$ cat src/rtl/conv_pkg.sv
// Shared types and constants for the convolution feed sequencer.
// Feed FSM states, coefficient bank geometry, reset/flush lengths.
package conv_pkg;

  typedef enum logic [2:0] {
    IDLE,
    CRST,
    CSTART,
    COEF,
    GUARD,
    PIXEL,
    FLUSH,
    DONE
  } feed_state_e;

  localparam int COEF_TAPS   = 9;
  localparam int COEF_W      = 8;
  localparam int CRST_CYCLES = 2;

  function automatic int flush_len(input int n);
    return n + 2;
  endfunction

endpackage

$ cat src/rtl/conv_coef_bank.sv
// Coefficient bank: 9 x 8-bit registers, one write port, one read port.
// Ports: clk_i, rst_ni, we_i/addr_i/data_i/lock_i (write), rd_idx_i/rd_data_o.
module conv_coef_bank
  import conv_pkg::*;
(
  input  logic              clk_i,
  input  logic              rst_ni,
  input  logic              we_i,
  input  logic [3:0]        addr_i,
  input  logic [COEF_W-1:0] data_i,
  input  logic              lock_i,
  input  logic [3:0]        rd_idx_i,
  output logic [COEF_W-1:0] rd_data_o
);

  logic [COEF_W-1:0] mem_q [COEF_TAPS];
  logic              wr_en;

  assign wr_en = we_i && !lock_i &&
                 (addr_i < 4'(COEF_TAPS));

  always_ff @(posedge clk_i or negedge rst_ni) begin
    if (!rst_ni) begin
      for (int i = 0; i < COEF_TAPS; i++) begin
        mem_q[i] <= '0;
      end
    end else if (wr_en) begin
      mem_q[addr_i] <= data_i;
    end
  end

  assign rd_data_o = (rd_idx_i < 4'(COEF_TAPS)) ?
                     mem_q[rd_idx_i] : '0;

endmodule

$ cat src/rtl/conv_feed_sequencer.sv
// Feeds the convolution filter: reset, 9 coefficients, N*N pixels, N+2 flush beats.
// Ports: clk, rst_n, cfg_we/addr/data, start, pix_valid/data/ready, conv_rst,
// coeff_load, coeff_in, data_load, data_out, busy, done; csum if CONV_FEED_CSUM_EN.
module conv_feed_sequencer
  import conv_pkg::*;
#(
  parameter int N     = 32,
  parameter int PIX_W = 8
) (
  input  logic              clk,
  input  logic              rst_n,
  input  logic              cfg_we,
  input  logic [3:0]        cfg_addr,
  input  logic [COEF_W-1:0] cfg_data,
  input  logic              start,
  input  logic              pix_valid,
  input  logic [PIX_W-1:0]  pix_data,
  output logic              pix_ready,
  output logic              conv_rst,
  output logic              coeff_load,
  output logic [COEF_W-1:0] coeff_in,
  output logic              data_load,
  output logic [PIX_W-1:0]  data_out,
  output logic              busy,
  output logic              done
`ifdef CONV_FEED_CSUM_EN
  ,
  output logic [15:0]       csum
`endif
);

  localparam int NPIX = N * N;
  localparam int FLEN = flush_len(N);
  localparam int PCW  = $clog2(NPIX + 1);
  localparam int FCW  = $clog2(N + 3);
  // shared counter also indexes 9 taps
  localparam int CCW  = (FCW < 4) ? 4 : FCW;

  feed_state_e       state_q;
  logic [PCW-1:0]    pcnt_q;
  logic [CCW-1:0]    cnt_q;
  logic              pix_ready_q;
  logic              conv_rst_q;
  logic              coeff_load_q;
  logic [COEF_W-1:0] coeff_in_q;
  logic              data_load_q;
  logic [PIX_W-1:0]  data_out_q;
  logic              busy_q;
  logic              done_q;
  logic [COEF_W-1:0] coef_rd;
  logic              bank_lock;

  assign bank_lock = (state_q != IDLE);

  conv_coef_bank u_bank (
    .clk_i     (clk),
    .rst_ni    (rst_n),
    .we_i      (cfg_we),
    .addr_i    (cfg_addr),
    .data_i    (cfg_data),
    .lock_i    (bank_lock),
    .rd_idx_i  (cnt_q[3:0]),
    .rd_data_o (coef_rd)
  );

`ifdef CONV_FEED_CSUM_EN
  logic [15:0] csum_q;
  logic [15:0] pix_ext;
  assign pix_ext = 16'(pix_data);
  assign csum    = csum_q;
`endif

  always_ff @(posedge clk or negedge rst_n) begin
    if (!rst_n) begin
      state_q      <= IDLE;
      pcnt_q       <= '0;
      cnt_q        <= '0;
      pix_ready_q  <= 1'b0;
      conv_rst_q   <= 1'b0;
      coeff_load_q <= 1'b0;
      coeff_in_q   <= '0;
      data_load_q  <= 1'b0;
      data_out_q   <= '0;
      busy_q       <= 1'b0;
      done_q       <= 1'b0;
`ifdef CONV_FEED_CSUM_EN
      csum_q       <= '0;
`endif
    end else begin
      data_load_q  <= 1'b0;
      data_out_q   <= '0;
      coeff_load_q <= 1'b0;
      done_q       <= 1'b0;
      unique case (state_q)
        IDLE: begin
          if (start) begin
            state_q    <= CRST;
            busy_q     <= 1'b1;
            conv_rst_q <= 1'b1;
            cnt_q      <= '0;
`ifdef CONV_FEED_CSUM_EN
            csum_q     <= '0;
`endif
          end
        end
        CRST: begin
          if (cnt_q == CCW'(CRST_CYCLES - 1)) begin
            state_q      <= CSTART;
            conv_rst_q   <= 1'b0;
            coeff_load_q <= 1'b1;
            cnt_q        <= '0;
          end else begin
            cnt_q <= cnt_q + 1'b1;
          end
        end
        CSTART: begin
          state_q    <= COEF;
          coeff_in_q <= coef_rd;
          cnt_q      <= CCW'(1);
        end
        COEF: begin
          if (cnt_q == CCW'(COEF_TAPS)) begin
            state_q    <= GUARD;
            coeff_in_q <= '0;
            cnt_q      <= '0;
          end else begin
            coeff_in_q <= coef_rd;
            cnt_q      <= cnt_q + 1'b1;
          end
        end
        GUARD: begin
          state_q     <= PIXEL;
          pix_ready_q <= 1'b1;
          pcnt_q      <= '0;
        end
        PIXEL: begin
          // pix_ready_q is held high for the whole state
          if (pix_valid) begin
            data_load_q <= 1'b1;
            data_out_q  <= pix_data;
`ifdef CONV_FEED_CSUM_EN
            csum_q      <= csum_q + pix_ext;
`endif
            if (pcnt_q == PCW'(NPIX - 1)) begin
              pix_ready_q <= 1'b0;
              state_q     <= FLUSH;
              cnt_q       <= '0;
            end else begin
              pcnt_q <= pcnt_q + 1'b1;
            end
          end
        end
        FLUSH: begin
          // first cycle here still shows the last pixel beat
          if (cnt_q == CCW'(FLEN)) begin
            state_q <= DONE;
            done_q  <= 1'b1;
          end else begin
            data_load_q <= 1'b1;
            cnt_q       <= cnt_q + 1'b1;
          end
        end
        DONE: begin
          state_q <= IDLE;
          busy_q  <= 1'b0;
        end
        default: begin
          state_q <= IDLE;
        end
      endcase
    end
  end

  assign pix_ready  = pix_ready_q;
  assign conv_rst   = conv_rst_q;
  assign coeff_load = coeff_load_q;
  assign coeff_in   = coeff_in_q;
  assign data_load  = data_load_q;
  assign data_out   = data_out_q;
  assign busy       = busy_q;
  assign done       = done_q;

endmodule

$ cat config.mk
export PLATFORM = sky130hd
export DESIGN_NAME = conv_feed_sequencer
export DESIGN_NICKNAME = d
export VERILOG_FILES = /design/src/rtl/conv_pkg.sv /design/src/rtl/conv_coef_bank.sv /design/src/rtl/conv_feed_sequencer.sv
export SDC_FILE = /design/constraint.sdc
export NUM_CORES = 1
export LEC_CHECK = 0
export ABC_AREA = 1
export ABC_CLOCK_PERIOD_IN_PS = 5800
export BUFFER_PORTS_ARGS = -buffer_cell sky130_fd_sc_hd__clkbuf_2
export CELL_PAD_IN_SITES_DETAIL_PLACEMENT = 0
export CELL_PAD_IN_SITES_GLOBAL_PLACEMENT = 1
export CORE_AREA = 5 5 135 137
export CTS_CLUSTER_SIZE = 12
export DETAILED_ROUTE_END_ITERATION = 7
export DIE_AREA = 0 0 140 142
export PLACE_DENSITY_LB_ADDON = 0.1
export SLEW_MARGIN = 0
export SYNTH_ARGS = -nofsm -noshare
export SYNTH_HDL_FRONTEND = slang
export SYNTH_SLANG_ARGS = --single-unit
$ cat constraint.sdc
create_clock -name clk -period 5.8 [get_ports clk]
set_clock_uncertainty 0.1 [all_clocks]
set_input_delay 0 -clock clk [delete_from_list [all_inputs] [get_ports clk]]
set_output_delay 0 -clock clk [all_outputs]
set_load 0.05 [all_outputs]
# Word level (Yosys, flattened, before mapping)
# Cells that the tools add are included.
[word_totals]
reg_bits = 114
in_bits = 25
output_inout_bits = 22
wordCells = 107
[op_classes]
add_sub_neg = 2
magnitude_cmp = 5
n_eq_ne = 19
mux = 42
bitwise_logic = 2
reduce_logical = 17
[ops]
columns = ["operator", "n"]
rows = [
  ["$bwmux W72", 1],
  ["$mux W8", 7],
  ["$mux W6", 6],
  ["$pmux W6 S6", 1],
  ["$bmux W8 S4", 1],
  ["$demux W8 S4", 1],
  ["$pmux W3 S8", 1],
  ["$mux W11", 2],
  ["$pmux W11 S2", 1],
  ["$mux W3", 6],
  ["$ne A2 B2 Y1 const B", 8],
  ["$pmux W8 S2", 1],
  ["$eq A3 B3 Y1 const B", 4],
  ["$add A11 B1 Y11 const B", 1],
  ["$eq A11 B10 Y1 const B", 1],
  ["$ge A5 B5 Y1 const B", 2],
  ["$mux W1", 10],
  ["$not A4 Y5", 2],
  ["$reduce_and A3 Y1", 3],
  ["$lt A4 B4 Y1 const B", 2],
  ["$pmux W1 S2", 4],
  ["$reduce_bool A2 Y1", 4],
  ["$add A6 B1 Y6 const B", 1],
  ["$eq A3 B2 Y1 const B", 2],
  ["13 further kinds", 15],
]

# Logic depth before layout (Yosys ltp)
# Gate-level depths: netlist of the first run.
[logic_depth]
ltp_word = 7
mapped_depth = 11
depth_no_buf = 11

# Modules after synthesis
# From an unflattened synthesis of the first run, not the netlist that was laid out.
[unflattened]
cells_unflattened = 787
hier_area_um2 = 5881.9
[by_module_without_submodules]
columns = ["module", "instances", "cells_each", "area_each_um2", "seq_area_each_um2"]
rows = [
  ["conv_coef_bank", 1, 476, 3583.4, 1801.7],
  ["conv_feed_sequencer", 1, 311, 2298.5, 1051.0],
]

# Least setup slack after synthesis of the first run
# OpenSTA, ideal clock, no wires.
[synth_path]
path_kind = "register to register"
start = "register cnt_q[0]"
end = "register state_q[0]"
setup_time_ps = 117
arrival_ps = 1703
t_required_ps = 5583
path_slack_ps = 3880
stages_incl_launch_ff = 12
n_path_buf = 2
synth_period_minus_slack_ps = 1920
path_cell_list = "dfrtp_1 > buf_2 > inv_2 > clkbuf_1 > ha_1 > nand3_1 > nand2_1 > nand2_1 > nor2_1 > nand2_1 > nand2_1 > nand2_1"
[synth_between]
elab_chain_cells = 3
[synth_rtl]
columns = ["item", "line_no", "rtl"]
rows = [
  ["start, declared", "conv_feed_sequencer.sv:41", "logic [CCW-1:0] cnt_q;"],
  ["start signal, assigned", "conv_feed_sequencer.sv:113", "cnt_q <= cnt_q + 1'b1;"],
  ["start signal, assigned", "conv_feed_sequencer.sv:128", "cnt_q <= cnt_q + 1'b1;"],
  ["start signal, assigned", "conv_feed_sequencer.sv:160", "cnt_q <= cnt_q + 1'b1;"],
  ["$eq A6 B6 Y1, or another cell as far along", "conv_feed_sequencer.sv:155", "if (cnt_q == CCW'(FLEN)) begin"],
  ["$ne A2 B2 Y1 (no line)", "-", ""],
  ["$reduce_and A6 Y1 (no line) *", "-", ""],
  ["end signal, assigned", "conv_feed_sequencer.sv:156", "state_q <= DONE;"],
  ["end signal, assigned", "conv_feed_sequencer.sv:164", "state_q <= IDLE;"],
  ["end signal, assigned", "conv_feed_sequencer.sv:168", "state_q <= IDLE;"],
  ["end, declared", "conv_feed_sequencer.sv:39", "feed_state_e state_q;"],
]
# Every way passes the cells marked *; elsewhere a longest branch is shown, timed or not.
# A chain may end at the register's enable or synchronous reset.

# Worst setup path in the final report of the first run
[layout_path]
start = "register cnt_q[1]"
end = "register coeff_in_q[1] (netlist: coeff_in[1])"
[layout_between]
elab_chain_cells = 7
[layout_rtl]
columns = ["item", "line_no", "rtl"]
rows = [
  ["$not A4 Y5 (not written as such)", "conv_coef_bank.sv:33", "mem_q[rd_idx_i] : '0;"],
  ["$bmux W8 S4", "conv_coef_bank.sv:33", ""],
  ["$mux W8 (not written as such) (2 in series)", "conv_coef_bank.sv:33", ""],
  ["$mux W8", "conv_coef_bank.sv:32", "assign rd_data_o = (rd_idx_i < 4'(COEF_TAPS)) ?"],
  ["$mux W8", "conv_feed_sequencer.sv:122", "if (cnt_q == CCW'(COEF_TAPS)) begin"],
  ["$pmux W8 S2 *", "conv_feed_sequencer.sv:94", "unique case (state_q)"],
  ["end signal, assigned", "conv_feed_sequencer.sv:118", "coeff_in_q <= coef_rd;"],
  ["end signal, assigned", "conv_feed_sequencer.sv:127", "coeff_in_q <= coef_rd;"],
  ["end, declared", "conv_feed_sequencer.sv:45", "logic [COEF_W-1:0] coeff_in_q;"],
]
# Every way passes the cells marked *; elsewhere a longest branch is shown, timed or not. The select of a mux whose other input is x is not followed.

==> results of run 1 <==
==> layout by cell type (no fill, tap or decap), types with 3 or more instances in the layout <==
master	synthesis	routed
nand2_1	250	250
dfrtp_1	114	114
o21ai_0	87	87
nand3_1	77	77
nor2_1	70	70
clkbuf_2	0	45
inv_1	43	43
dlygate4sd3_1	0	43
clkbuf_16	0	17
nand4_1	11	11
nand2_4	10	10
ha_1	9	9
o21ai_2	8	8
clkinv_2	0	4
o211ai_1	3	3
inv_2	3	3
clkinv_4	2	3
nand2_2	3	3
nor2_2	3	3
clkbuf_8	0	3
bufinv_16	0	3
buf_4	0	3
==> through the flow <==
stage | hold slack, ps | setup slack, ps | instances | cell area, um2
floorplan | -396 | 3880 | 736 | 5790
global placement | -85.4 | 2680 | 983 | 6170
detailed placement | -78.2 | 2620 | 983 | 6170
CTS | 20.7 | 2600 | 1056 | 7200
global route | 68.6 | 2390 | 1056 | 7200
finish | 13.0 | 2620 | 1056 | 7200
==> flip-flops by register name (all words and copies together) (netlist names), 3 cells and up <==
name and flops:
state_q 3, u_bank.mem_q 72, cnt_q 6, pcnt_q 11, coeff_in 8, data_out 8
==> cell type report <==
type	instances	area (um2)
clock buffers	20	467
clock inverters	10	134
fillers	1753	9730
inverters	50	198
multi-input cells	546	2590
flip-flops and latches	114	2850
well taps	225	282
repair buffers	91	678
==> report_power, final <==
| group | internal, uW | total (uW) | switching [uW] |
|---|---|---|---|
| clock | 701 | 1060 | 360 |
| combinational | 318 | 1040 | 720 |
| sequential | 1000 | 1140 | 134 |
==> worst min path at each step <==
stage          slack [ps]          end   from  cells after the start
3_3_place_gp          -90  data_out[4]  rst_n                      1
2_1_floorplan        -400         busy  rst_n                      0
4_1_cts                20  data_out[4]  rst_n                      2
3_5_place_dp          -80  data_out[4]  rst_n                      1
6_report               10  data_out[3]  rst_n                      2
5_1_grt                70  data_out[3]  rst_n                      2
==> cells by family after synthesis <==
family | share of synthesized area
fa+ha+maj | 0.0195
simple gates | 0.328
buf+inv | 0.0594
compound gates | 0.0975
flops | 0.493
xor+xnor | 0.00303
==> cells in the mapped netlist, types with 4 or more instances <==
master    instances
o21ai_0          87
nand2_1         250
ha_1              9
nand3_1          77
dfrtp_1         114
nand2_4          10
nor2_1           70
o21ai_2           8
inv_1            43
clkbuf_1          5
buf_2            14
buf_1             4
nand4_1          11
==> metal layers <==
metal | global-route usage | routed length (um) | vias to the layer above
met2 | 0.291 | 8030 | 103
met3 | 0.0376 | 616 | 11
li1 | - | - | 2548
met4 | 0.0398 | 117 | 0
met5 | 0 | 0 | -
met1 | 0.217 | 7170 | 2409
==> critical path: stages, from the launching register on <==
cell      delay (ps)
dfrtp_1          930
clkinv_1         860
ha_1             470
nand3_1          210
nor2_1           110
nor3_4           270
nand2_1          100
nand2_1           60
==> flow_summary.ini, run 1 <==
[pwr]
vdd_drop_max_v = 0.000229
power.density_mw_per_mm2 = 449
total_power_uw = 3240
power_leakage_uw = 0.00365

[yosys]
syn_area_mm2 = 0.00579
synth_edf_count = 0
yosys.area.top_type_share = 0.493
synthesis.nets = 770
ys_ff_latch = 114
postSynthAreaPerCell_um2 = 7.87
ys_top_cells_by_area = dfrtp_1 (49%), nand2_1 (16%), o21ai_0 (7.5%), nand3_1 (6.7%), nor2_1 (4.5%)
synth_cell_type_count = 33
synth_top_flop_cell = dfrtp_1
yosysWarnings = 0
async_reset_ff_frac = 1.00
syn_inst = 736
yosysSeqAreaShare = 0.493
synth_area_leader_cell = dfrtp_1

[sta]
tns_ps = 0
fmax_mhz = 314
setup_viol = 0
finalMaxSlewViolations = 0
rsz0062_at_grt = no
hold_viol = 0
worst_pin_slew_ps = 969
slew_headroom = 0.354
min_period_over_period = 0.549
min_period_ps = 3180

[critical_path]
r2r_setup_slack_ps = 2620
timing.critical_path.to = coeff_in[1]
worst_setup_path_end_kind = flip-flop
r2r-start = cnt_q[1]
r2r_end = coeff_in[1]
worstSetupPathType = reg -> reg
crit_path_start = cnt_q[1]
critPathRequiredTime_ps = 6050
crit_fanout = 22
cp.arrival_ps = 3430
r2r_cells = 7
critPathLaunchType = flip-flop

[route]
wl_per_cell_um = 15.1
via_per_inst = 4.80
antenna_left = 0
drc_errors = 0
drtIter0Drc = 299
num_vias = 5071
dr.pass1.iters = 5
drt-total-wl_mm = 15.9

[clock_tree]
cts_root_buf = clkbuf_16
clkTransAtPathRegs_ps = 50
cts_setup_buffers = 0
h-tree-depth = 4
clk_path_buf_depth = 2
clkSinkCount = 114
insertion_delay_ps = 410
cts_tree = done
cts_resized = 0
hold_buffers = 43
cts_buffers = 17

[floorplan]
io_pins = 47
coreArea_mm2 = 0.0169
die_x_um = 140
fp-row-count = 48
die_h_um = 142
start_util = 0.342
die_area_mm2 = 0.0199

[grt]
grt_antenna_before_repair = 0
grt_max_degree = 75
grt_pass1_wl_mm = 26.7
grt-ovfl-total = 0
grt_usage = 0.168
grt_pass1_vias = 5063

[layout]
utilization = 0.425
nets = 854
area.growth.synth_to_final_pct = 24.4
final_layout_size_suffix_gt1_frac = 0.134
n_antenna_cell = 0

[placed_design]
port-buffer-count = 46
dp_hpwl_mm = 10.7
globalplace.congestion = 0.789

[flow_run]
drv_cap = 0

[min_path]
hold_path.class = in -> async

[status]
status = finished, final reports clean
No activity file was read; power rests on OpenSTA's default activity.
==> run 2: changes to the inputs <==
ABC_CLOCK_PERIOD_IN_PS = 2900   (was 5800)
clock period = 2.9 ns   (was 5.8 ns; I/O delays follow)
==> flow_summary.ini, run 2 (synthesis gave the netlist of run 1 again) <==
[grt]
grt_pass1_wl_mm = 27.0
grt_max_degree = 61
grt_usage = 0.173
grt_antenna_before_repair = 0
grt_pass1_vias = 5214
grt-ovfl-total = 0

[clock_tree]
cts_tree = done
insertion_delay_ps = 410
h-tree-depth = 4
clk_path_buf_depth = 2
clkTransAtPathRegs_ps = 50
clkSinkCount = 114
cts_buffers = 17
cts_root_buf = clkbuf_16

[flow_run]
drv_cap = 0

[sta]
min_period_ps = 2650
tns_ps = 0
min_period_over_period = 0.915
setup_viol = 0
rsz0062_at_grt = no
fmax_mhz = 377
hold_viol = 0
finalMaxSlewViolations = 0
slew_headroom = 0.442
worst_pin_slew_ps = 834

[placed_design]
dp_hpwl_mm = 10.9
placed_area_mm2 = 0.00621
port-buffer-count = 46
globalplace.congestion = 0.780

[pwr]
switchingPower_uw = 2390
p_int_uw = 4040
vdd_drop_max_v = 0.000447
swShare = 0.372
p_seq_frac = 0.352
power_leakage_uw = 0.00370
power.density_mw_per_mm2 = 885
clkPwrFrac = 0.323
combPwrFrac = 0.325
total_power_uw = 6430

[critical_path]
cp.arrival_ps = 2900
r2r_end = u_bank.mem_q[57]
worst_setup_path_end_kind = flip-flop
r2r_setup_slack_ps = 250
critPathRequiredTime_ps = 3150
crit_path_start = state_q[0]
r2r_cells = 10
critPathLaunchType = flip-flop
r2r-start = state_q[0]
timing.critical_path.to = u_bank.mem_q[57]
crit_fanout = 11
worstSetupPathType = reg -> reg

[route]
dr_wl_met2_mm = 7.87
drt-met1-wl_mm = 7.45
wl_met3_um = 584
drtIter0Drc = 324
drc_errors = 0
highest_layer = met4
via_per_inst = 4.76
dr.pass1.iters = 5
drt-total-wl_mm = 16.2
antenna_left = 0
num_vias = 5083
wl_per_cell_um = 15.2

[layout]
fillers = 1763
n_antenna_cell = 0
seq_area_mm2 = 0.00285
final_layout_size_suffix_gt1_frac = 0.141
area.growth.synth_to_final_pct = 25.6
nets = 864
regMostFlops = u_bank.mem_q
multi_input_area_mm2 = 0.00259
mostFrequentLayoutCell = nand2_1
largest_reg_flops = 72
most-common-layout-cells = nand2_1 (250), dfrtp_1 (114), o21ai_0 (87)
postLayoutCellArea_mm2 = 0.00727
reg.largest.list = u_bank.mem_q (72), pcnt_q (11)

[floorplan]
fp-row-count = 48
start_util = 0.342
die_area_mm2 = 0.0199
coreArea_mm2 = 0.0169
io_pins = 47
die_h_um = 142
die_x_um = 140

[status]
status = finished, final reports clean

[min_path]
hold_path.class = in -> async
==> run 2: layout make-up <==
cell class / count / share of cell area
flip-flops and latches: 114 / 0.392
inverters: 50 / 0.0272
repair buffers: 101 / 0.105
clock inverters: 4 / 0.00964
clock buffers: 28 / 0.0711
multi-input cells: 546 / 0.357
well taps: 225 / 0.0387
==> run 2: timing repair <==
item | 4_1_cts | 5_1_grt
hold endpoints to repair | 136 | 0
setup buffers | 0 | 8
hold buffers | 41 | 0
gates resized for setup | 0 | 0
setup endpoints to repair | 0 | 2
==> run 2: worst min-delay path by stage <==
stage	start	to	cells after the start
2_1_floorplan	rst_n	busy	0
3_3_place_gp	rst_n	data_out[4]	1
3_5_place_dp	rst_n	data_out[4]	1
4_1_cts	cfg_we	u_bank.mem_q[58]	6
5_1_grt	rst_n	data_out[7]	2
6_report	rst_n	data_out[4]	2
==> run 2: routing by layer <==
metal,up-vias,global-route usage
met3,26,0.0386
li1,2573,-
met4,0,0.0627
met5,-,0
met1,2393,0.218
met2,91,0.292
==> run 2: power by group through the flow <==
stage,Combinational [uW],Clock (uW),Sequential [uW]
after floorplan,1310,0,2430
after global placement,2020,0,2270
after detailed placement,2040,0,2280
after CTS,2100,2130,2260
after global routing,2380,2200,2310
final,2090,2080,2260
==> run 2: stage by stage <==
step	std cells	setup WS [ps]	util	hold WS (ps)
after floorplan	736	980	-	-396
after global placement	987	678	0.367	0.218
after detailed placement	987	576	0.367	9.06
after CTS	1060	20.9	0.426	97.1
after global routing	1068	116	0.429	173
final	1068	248	0.429	95.7
==> run 2: critical path, cell delays in order, from the launching register on <==
cell	delay, ps
dfrtp_1	430
inv_1	110
ha_1	270
nand2_4	90
clkinv_4	60
nand2_4	80
nor2_8	180
nand3_1	80
dlygate4sd3_1	580
nand2_1	70
dlygate4sd3_1	550
